### src/rtl/pipeline_hazard_unit.sv
// pipeline_hazard_unit: scoreboard-driven interlock, forwarding select, flush and freeze control
module pipeline_hazard_unit #(
  parameter int STAGES = 3,
  parameter int REG_ADDR_W = 5,
  parameter bit FORWARD_EN = 1'b1,
  parameter int CNT_W = 16,
  localparam int FWD_W = $clog2(STAGES)
) (
  input  logic                  clock,
  input  logic                  reset,
  input  logic                  id_valid,
  input  logic [REG_ADDR_W-1:0] id_rs1,
  input  logic [REG_ADDR_W-1:0] id_rs2,
  input  logic                  id_uses_rs1,
  input  logic                  id_uses_rs2,
  input  logic [REG_ADDR_W-1:0] id_rd,
  input  logic                  id_reg_write,
  input  logic                  id_mem_read,
  input  logic                  mem_busy,
  input  logic                  branch_taken,
  output logic                  stall_if,
  output logic                  stall_id,
  output logic                  bubble_ex,
  output logic                  flush_if_id,
  output logic                  freeze,
  output logic [FWD_W-1:0]      fwd_a,
  output logic [FWD_W-1:0]      fwd_b,
  output logic [CNT_W-1:0]      hazard_count
);
  logic [STAGES-1:0] sb_valid, sb_we, sb_mr;
  logic [REG_ADDR_W-1:0] sb_rd [STAGES];
  logic [STAGES-1:0] m1, m2, h1, h2;
  logic [FWD_W-1:0] sel1, sel2;
  logic hazard, stall, flush, issue;
  always_comb begin
    m1 = '0;
    m2 = '0;
    h1 = '0;
    h2 = '0;
    sel1 = '0;
    sel2 = '0;
    for (int s = 0; s < STAGES; s++) begin
      m1[s] = sb_valid[s] & sb_we[s] & (sb_rd[s] == id_rs1) & (id_rs1 != '0);
      m2[s] = sb_valid[s] & sb_we[s] & (sb_rd[s] == id_rs2) & (id_rs2 != '0);
      h1[s] = m1[s] & (FORWARD_EN ? (sb_mr[s] & (s == 0)) : (s < STAGES - 1));
      h2[s] = m2[s] & (FORWARD_EN ? (sb_mr[s] & (s == 0)) : (s < STAGES - 1));
    end
    // scan oldest to youngest so the youngest producer wins; WB stage maps to the register bank
    for (int s = STAGES - 2; s >= 0; s--) begin
      sel1 = m1[s] ? FWD_W'(s + 1) : sel1;
      sel2 = m2[s] ? FWD_W'(s + 1) : sel2;
    end
  end
  assign hazard = id_valid & ((id_uses_rs1 & |h1) | (id_uses_rs2 & |h2));
  assign freeze = mem_busy;
  assign flush = branch_taken & ~mem_busy;
  assign stall = hazard & ~flush & ~mem_busy;
  assign issue = id_valid & ~stall & ~flush;
  assign flush_if_id = flush;
  assign stall_if = mem_busy | stall;
  assign stall_id = mem_busy | stall;
  assign bubble_ex = ~mem_busy & (flush | stall);
  always_ff @(posedge clock) begin
    if (reset) begin
      sb_valid <= '0;
      fwd_a <= '0;
      fwd_b <= '0;
      hazard_count <= '0;
    end else if (!mem_busy) begin
      sb_valid <= {sb_valid[STAGES-2:0], issue};
      sb_we <= {sb_we[STAGES-2:0], id_reg_write};
      sb_mr <= {sb_mr[STAGES-2:0], id_mem_read};
      sb_rd[0] <= id_rd;
      for (int s = 1; s < STAGES; s++) sb_rd[s] <= sb_rd[s-1];
      fwd_a <= (FORWARD_EN && issue && id_uses_rs1) ? sel1 : '0;
      fwd_b <= (FORWARD_EN && issue && id_uses_rs2) ? sel2 : '0;
      hazard_count <= (stall && !(&hazard_count)) ? hazard_count + 1'b1 : hazard_count;
    end
  end
endmodule

### config.mk
export PLATFORM = sky130hd
export DESIGN_NAME = pipeline_hazard_unit
export DESIGN_NICKNAME = d
export VERILOG_FILES = /design/src/rtl/pipeline_hazard_unit.sv
export SDC_FILE = /design/constraint.sdc
export NUM_CORES = 1
export LEC_CHECK = 0
export ABC_AREA = 1
export CAP_MARGIN = 20
export CORE_MARGIN = 4
export CORE_UTILIZATION = 49
export DETAILED_ROUTE_END_ITERATION = 10
export PLACE_DENSITY = 0.79
export SLEW_MARGIN = 20
export SYNTH_ARGS = -nofsm -noshare
export SYNTH_HDL_FRONTEND = slang
export SYNTH_SLANG_ARGS = --single-unit
### constraint.sdc
create_clock -name clock -period 2.4 [get_ports clock]
set_clock_uncertainty 0.1 [all_clocks]
set_input_delay 0.36 -clock clock [delete_from_list [all_inputs] [get_ports clock]]
set_output_delay 0.36 -clock clock [all_outputs]
set_load 0.05 [all_outputs]
# ---- Word level (Yosys, flattened, before mapping)
# Memories as Yosys holds them, arrays and structs flattened.
# Index checks and enable logic that the tools add are counted.
dict set report totals {
  register_bits 25
  n_memories 1
  out_inout_bits 25
  mem_bits_rw 15
  word_cells 58
}
dict set report op_classes {
  eq_ne 4
  n_reduce_logical 9
  bitwise 28
  n_addsub 1
  muxes 9
}
# name words width read_ports rd_clocked_by_memory_dff write_ports line
set memory_table {}
lappend memory_table {sb_rd 3 5 2 0 3 31} ;# logic [REG_ADDR_W-1:0] sb_rd [STAGES];
# op count
set ops {}
lappend ops {{$and 1x1->1} 21}
lappend ops {{$eq 5x5->1} 4}
lappend ops {{$add 16x1->16 const B} 1}
lappend ops {{$reduce_and 16->1} 1}
lappend ops {{$mux 2} 6}
lappend ops {{$reduce_bool 5->1} 2}
lappend ops {{$not 1->1} 4}
lappend ops {{$reduce_and 2->1} 2}
lappend ops {{$logic_and 1x1->1} 3}
lappend ops {{$mux 1} 3}
lappend ops {{$or 1x1->1} 3}
lappend ops {{$logic_not 1->1} 1}

# ---- Logic depth before layout (Yosys ltp)
# An unclocked memory read counts as a cell.
dict set report logic_depth {
  ltp_word 15
  mapped_depth 13
  mapped_depth_nobuf 12
}

# ---- Worst setup path before layout
# Ideal clock, no wire load.
dict set report synth_path {
  path_type {flip-flop to flip-flop}
  from {register hazard_count[0]}
  to {register hazard_count[5]}
  path_buffers 1
  arrival_ns 1.948
  stages_incl_launch_ff 9
  period_less_slack_ns 2.119
  setup_ns 0.071
  path_slack_ns 0.281
  t_required_ns 2.229
  cell_sequence {dfxtp_1 ha_1 nand2_1 nor2_1 nand3_1 nand4_4 buf_2 nand2_1 a21oi_2}
}
dict set report synth_between {
  elab_chain_cells 4
  elab_cells_between_ends 5
}
# item line
set synth_lines {}
lappend synth_lines {{from (decl)} 28} ;# output logic [CNT_W-1:0] hazard_count
lappend synth_lines {{from (signal assigned)} 77} ;# hazard_count <= (stall && !(&hazard_count)) ? hazard_count + 1'b1 : hazard_count;
lappend synth_lines {{branches (longest 4 deep; another with $add 16x1->16)} -}
# Several ways; the timed one is not identified.
# A chain may end at the register's enable or synchronous reset.

# ---- Final worst setup path
dict set report layout_path {
  from {input port id_rs1[0]}
  to {output port stall_if}
}
dict set report layout_between {
  elab_chain_cells 10
  elab_cells_between_ends 11
}
# item line
set layout_lines {}
lappend layout_lines {{from (decl)} 12} ;# input logic [REG_ADDR_W-1:0] id_rs1,
lappend layout_lines {{$eq 5x5->1} 43} ;# m1[s] = sb_valid[s] & sb_we[s] & (sb_rd[s] == id_rs1) & (id_rs1 != '0);
lappend layout_lines {{$and 1x1->1} 43}
lappend layout_lines {{$and 1x1->1 (*)} 43}
lappend layout_lines {{$and 1x1->1 (*)} 45} ;# h1[s] = m1[s] & (FORWARD_EN ? (sb_mr[s] & (s == 0)) : (s < STAGES - 1));
lappend layout_lines {{$and 1x1->1 (*)} 54} ;# assign hazard = id_valid & ((id_uses_rs1 & |h1) | (id_uses_rs2 & |h2));
lappend layout_lines {{$or 1x1->1 (*)} 54}
lappend layout_lines {{$and 1x1->1 (*)} 54}
lappend layout_lines {{$and 1x1->1 (*) (2 in a row)} 57} ;# assign stall = hazard & ~flush & ~mem_busy;
lappend layout_lines {{$or 1x1->1 (*)} 60} ;# assign stall_if = mem_busy | stall;
lappend layout_lines {{to (decl)} 21} ;# output logic stall_if,
# Every way passes the cells marked *; elsewhere a longest branch is shown, timed or not.

==> results.txt <==
The final number of hold-violating endpoints came out at 0. The number of synthesis warnings is 0. The pin slew with the least headroom to its limit is 501 ps. The number of buffers created by CTS came out at 5.

The relative area change from synthesis to final layout is 33.4%. The number of H-tree levels came out at 2. The cell area reported after detailed placement came out at 2610 sq um. The post-detailed-routing wire length came out at 4740 um.

The worst-case reg-to-reg path depth came out at 8. The area of the die came out at 5230 sq um. The number of synthesized register bits is 35. The synthesized cell area came out at 2030 sq um.

For the worst setup path, the data required time is 1940 ps. The switching power summed over all nets is 0.332 mW. Dividing total power by cell area gives a power density of 459 nW/um^2.

The share of flip-flops with an asynchronous set or reset came out at 0%. Summed over all cells, the static leakage comes to 1.05 nW. Sorting the synthesized cells by area gives the leading types as dfxtp_1, edfxtp_1, nand2_1. The leading area contributor after synthesis is dfxtp_1. The die is 72.3 um wide. The final weighted congestion of routability-driven global placement came out at 0.936. The smallest setup slack after layout came out at 113 ps. The pin count of the biggest net entering global routing came out at 20. The tool flagged a number of max-cap violations equal to 0. The sum of net half-perimeters after detailed placement came out at 3520 um. At the worst endpoint, the arrival time is 1830 ps. The cell count after synthesis came out at 271. The number of distinct library cells after synthesis is 28. The fmax came out at 437 MHz. The post-layout instance area is 2710 sq um. The minimum clock period is 2290 ps.

The fraction of the yosys area taken by sequential cells is 41.0%. The number of global-route vias before repair is 1716. The number of buffers inserted by hold repair at cts came out at 0. STA classifies the critical path endpoint as an output port. The clock slew seen by the registers of the worst setup and hold paths came out at 70 ps. The ratio of routed vias to standard cells came out at 4.99. The average cell area after synthesis came out at 7.48 sq um. The net count after synthesis is 296.

The cell depth of the worst hold path came out at 2. For this run, global-route usage on met2 was measured as 27.3%. In this run switching power makes up 26.7% of total power. The standard cell core area came out at 4000 sq um. The share of the synthesized area in the top cell type is 21.7%. VDD sags by at most 0.000398 V. The fraction of power consumed by the clock network is 35.1%. The layer flagged by global routing as most heavily used is met2. Global routing used 26.9% of the available met1 tracks. Leaving out filler cells and counting taps, the final layout contains 375.

The all-layer global routing usage is 19.3%. The initial core utilization came out at 50.7%. The cell sitting at the root of the clock tree is a clkbuf_8.

The number of antenna violations at the first check in global routing is 0. In this run the tightest slew margin relative to its limit is 66.5%. Global routing used 5.96% of the available met3 tracks. The internal power of the cells is 0.909 mW.

The share of the core filled with cells is 67.6%. Setup slack on the worst reg-to-reg path comes out at 490 ps. The run finished with clean final reports. For this run, the leading register cell type out of synthesis is dfxtp_1. TritonCTS built the clock tree. The total of buffers placed on input and output ports came out at 48. The worst hold slack came out at 364 ps. Summed over all layers, the global routing overflow is 0. The worst setup path is launched from a primary input. The number of diodes added for antenna fixing came out at 0.

The post-detailed-route DRC marker count came out at 0. The share of power burned in combinational logic came out at 13.1%. The count of pins on the block boundary is 49.

The via total after detailed routing came out at 1870. The clock passes through at most 2 buffers. After routing, the total negative slack on setup checks comes to 0 ps. The clock insertion delay at the later pin of the skew report came out at 300 ps. The peak fanout along the critical path is 3. Setup violations remaining at the end of the flow were counted as 0. In the final layout, the share of cells above drive strength 1 is 16.0%. The average wire length per cell after detail routing is 12.6 um. Once detail routing completed, the nets flagged for antenna violations numbered 0. The critical path is of the in -> out type. The first global-routing pass estimated 7810 um of wire. Registers are responsible for 51.7% of the overall power.

In this run the core area contains 23 standard-cell rows. The min-delay analysis places its worst path in the category reg -> reg. The count of flip-flops with a built-in enable after synthesis is 13. The detailed router finished its first iteration with 174 violations.

The number of cells in the design after placement is 367. The max-slew violation count came out at 0. At the end of the flow, the number of nets in the layout was 349. The clock sink count is 35.

The height of the die came out at 72.3 um. Setup repair after global routing left no endpoint under its margin. The first detailed-routing pass ran for 4 iterations. OpenSTA, run right after detailed placement, puts the worst setup slack at 75.5 ps. Summing internal, switching and leakage power gives 1.24 mW. The final critical path takes up 95.3% of the cycle.
-- worst paths after layout --
kind	startpoint	end
worst max-delay path	id_rs1[0]	stall_if
worst min-delay path	fwd_b[1]$_SDFFE_PP0N_	fwd_b[1]$_SDFFE_PP0N_
worst max register to register	hazard_count[0]$_SDFFE_PP0P_	hazard_count[14]$_SDFFE_PP0P_
worst min register to register	fwd_b[1]$_SDFFE_PP0N_	fwd_b[1]$_SDFFE_PP0N_
-- final cells by class --
type / instances / area, sq um
fill: 334 / 1290
inverter: 27 / 104
timing repair buffer: 53 / 568
multi-input combinational: 202 / 1050
tap: 50 / 62.6
sequential: 35 / 831
clock buffer: 5 / 68.8
clock inverter: 3 / 20.0
-- power groups by stage --
stage	clock network, mW	registers [mW]	logic [mW]
2_1_floorplan	0	0.652	0.0788
3_3_place_gp	0	0.655	0.159
3_5_place_dp	0	0.655	0.160
4_1_cts	0.446	0.641	0.161
5_1_grt	0.475	0.644	0.176
6_report	0.436	0.642	0.163
-- repair_timing --
item                                    CTS  global route
endpoints found under the setup margin    0             3
resized for setup                         0             3
setup buffers                             0             0
-- worst max-delay path, stage by stage --
cell	delay, ps
clkdlybuf4s50_1	510
inv_1	80
nand2_1	70
nand3_1	80
nor2_1	130
nand3_1	110
nand2_2	130
nand2_1	80
nand2_2	130
buf_12	150
-- synth_stat cells, types with 3 or more instances --
library cell / n
nand2_1: 88
nor2_1: 24
dfxtp_1: 22
inv_1: 20
nand3_1: 15
edfxtp_1: 13
nand2_2: 12
a21oi_1: 11
a21oi_2: 10
xor2_1: 9
nand4_1: 8
xnor2_1: 8
inv_2: 6
nor4_1: 3
-- flip-flops by register name, indices dropped and copies added, names as in the netlist --
register	count
fwd_b	2
sb_valid	2
sb_we	2
fwd_a	2
hazard_count	16
sb_mr	1
sb_rd	10
-- cell families (layout without fill, tap and decap cells) --
kind of cell | Yosys count | after routing | share of synthesized area (%)
AND/OR/NAND/NOR | 157 | 157 | 34.4
XOR/XNOR | 17 | 17 | 7.34
flip-flops | 35 | 35 | 41.0
adder cells (fa/ha/maj) | 1 | 1 | 0.617
buffers and inverters | 34 | 88 | 7.71
AO/OA/AOI/OAI | 27 | 27 | 9.01
-- cells in the final DEF, fill, tap and decap left out, types with 3 or more instances in the layout --
cell             count
a21oi_1             11
nor2_1              24
buf_4                5
clkdlybuf4s50_1     43
nand2_2             14
edfxtp_1            13
xnor2_1              8
nand3_1             14
xor2_1               9
inv_2                6
buf_12               5
dfxtp_1             22
nand4_1              8
inv_1               20
nand2_1             86
a21oi_2             10
nor4_1               3
clkbuf_8             5
-- per-layer routing --
layer  routed length, um  up-vias
li1                    -      979
met1                2310      819
met4                  88        0
met5                   0        -
met2                1990       63
met3                 353        9
(Power assumes the default switching activity.)
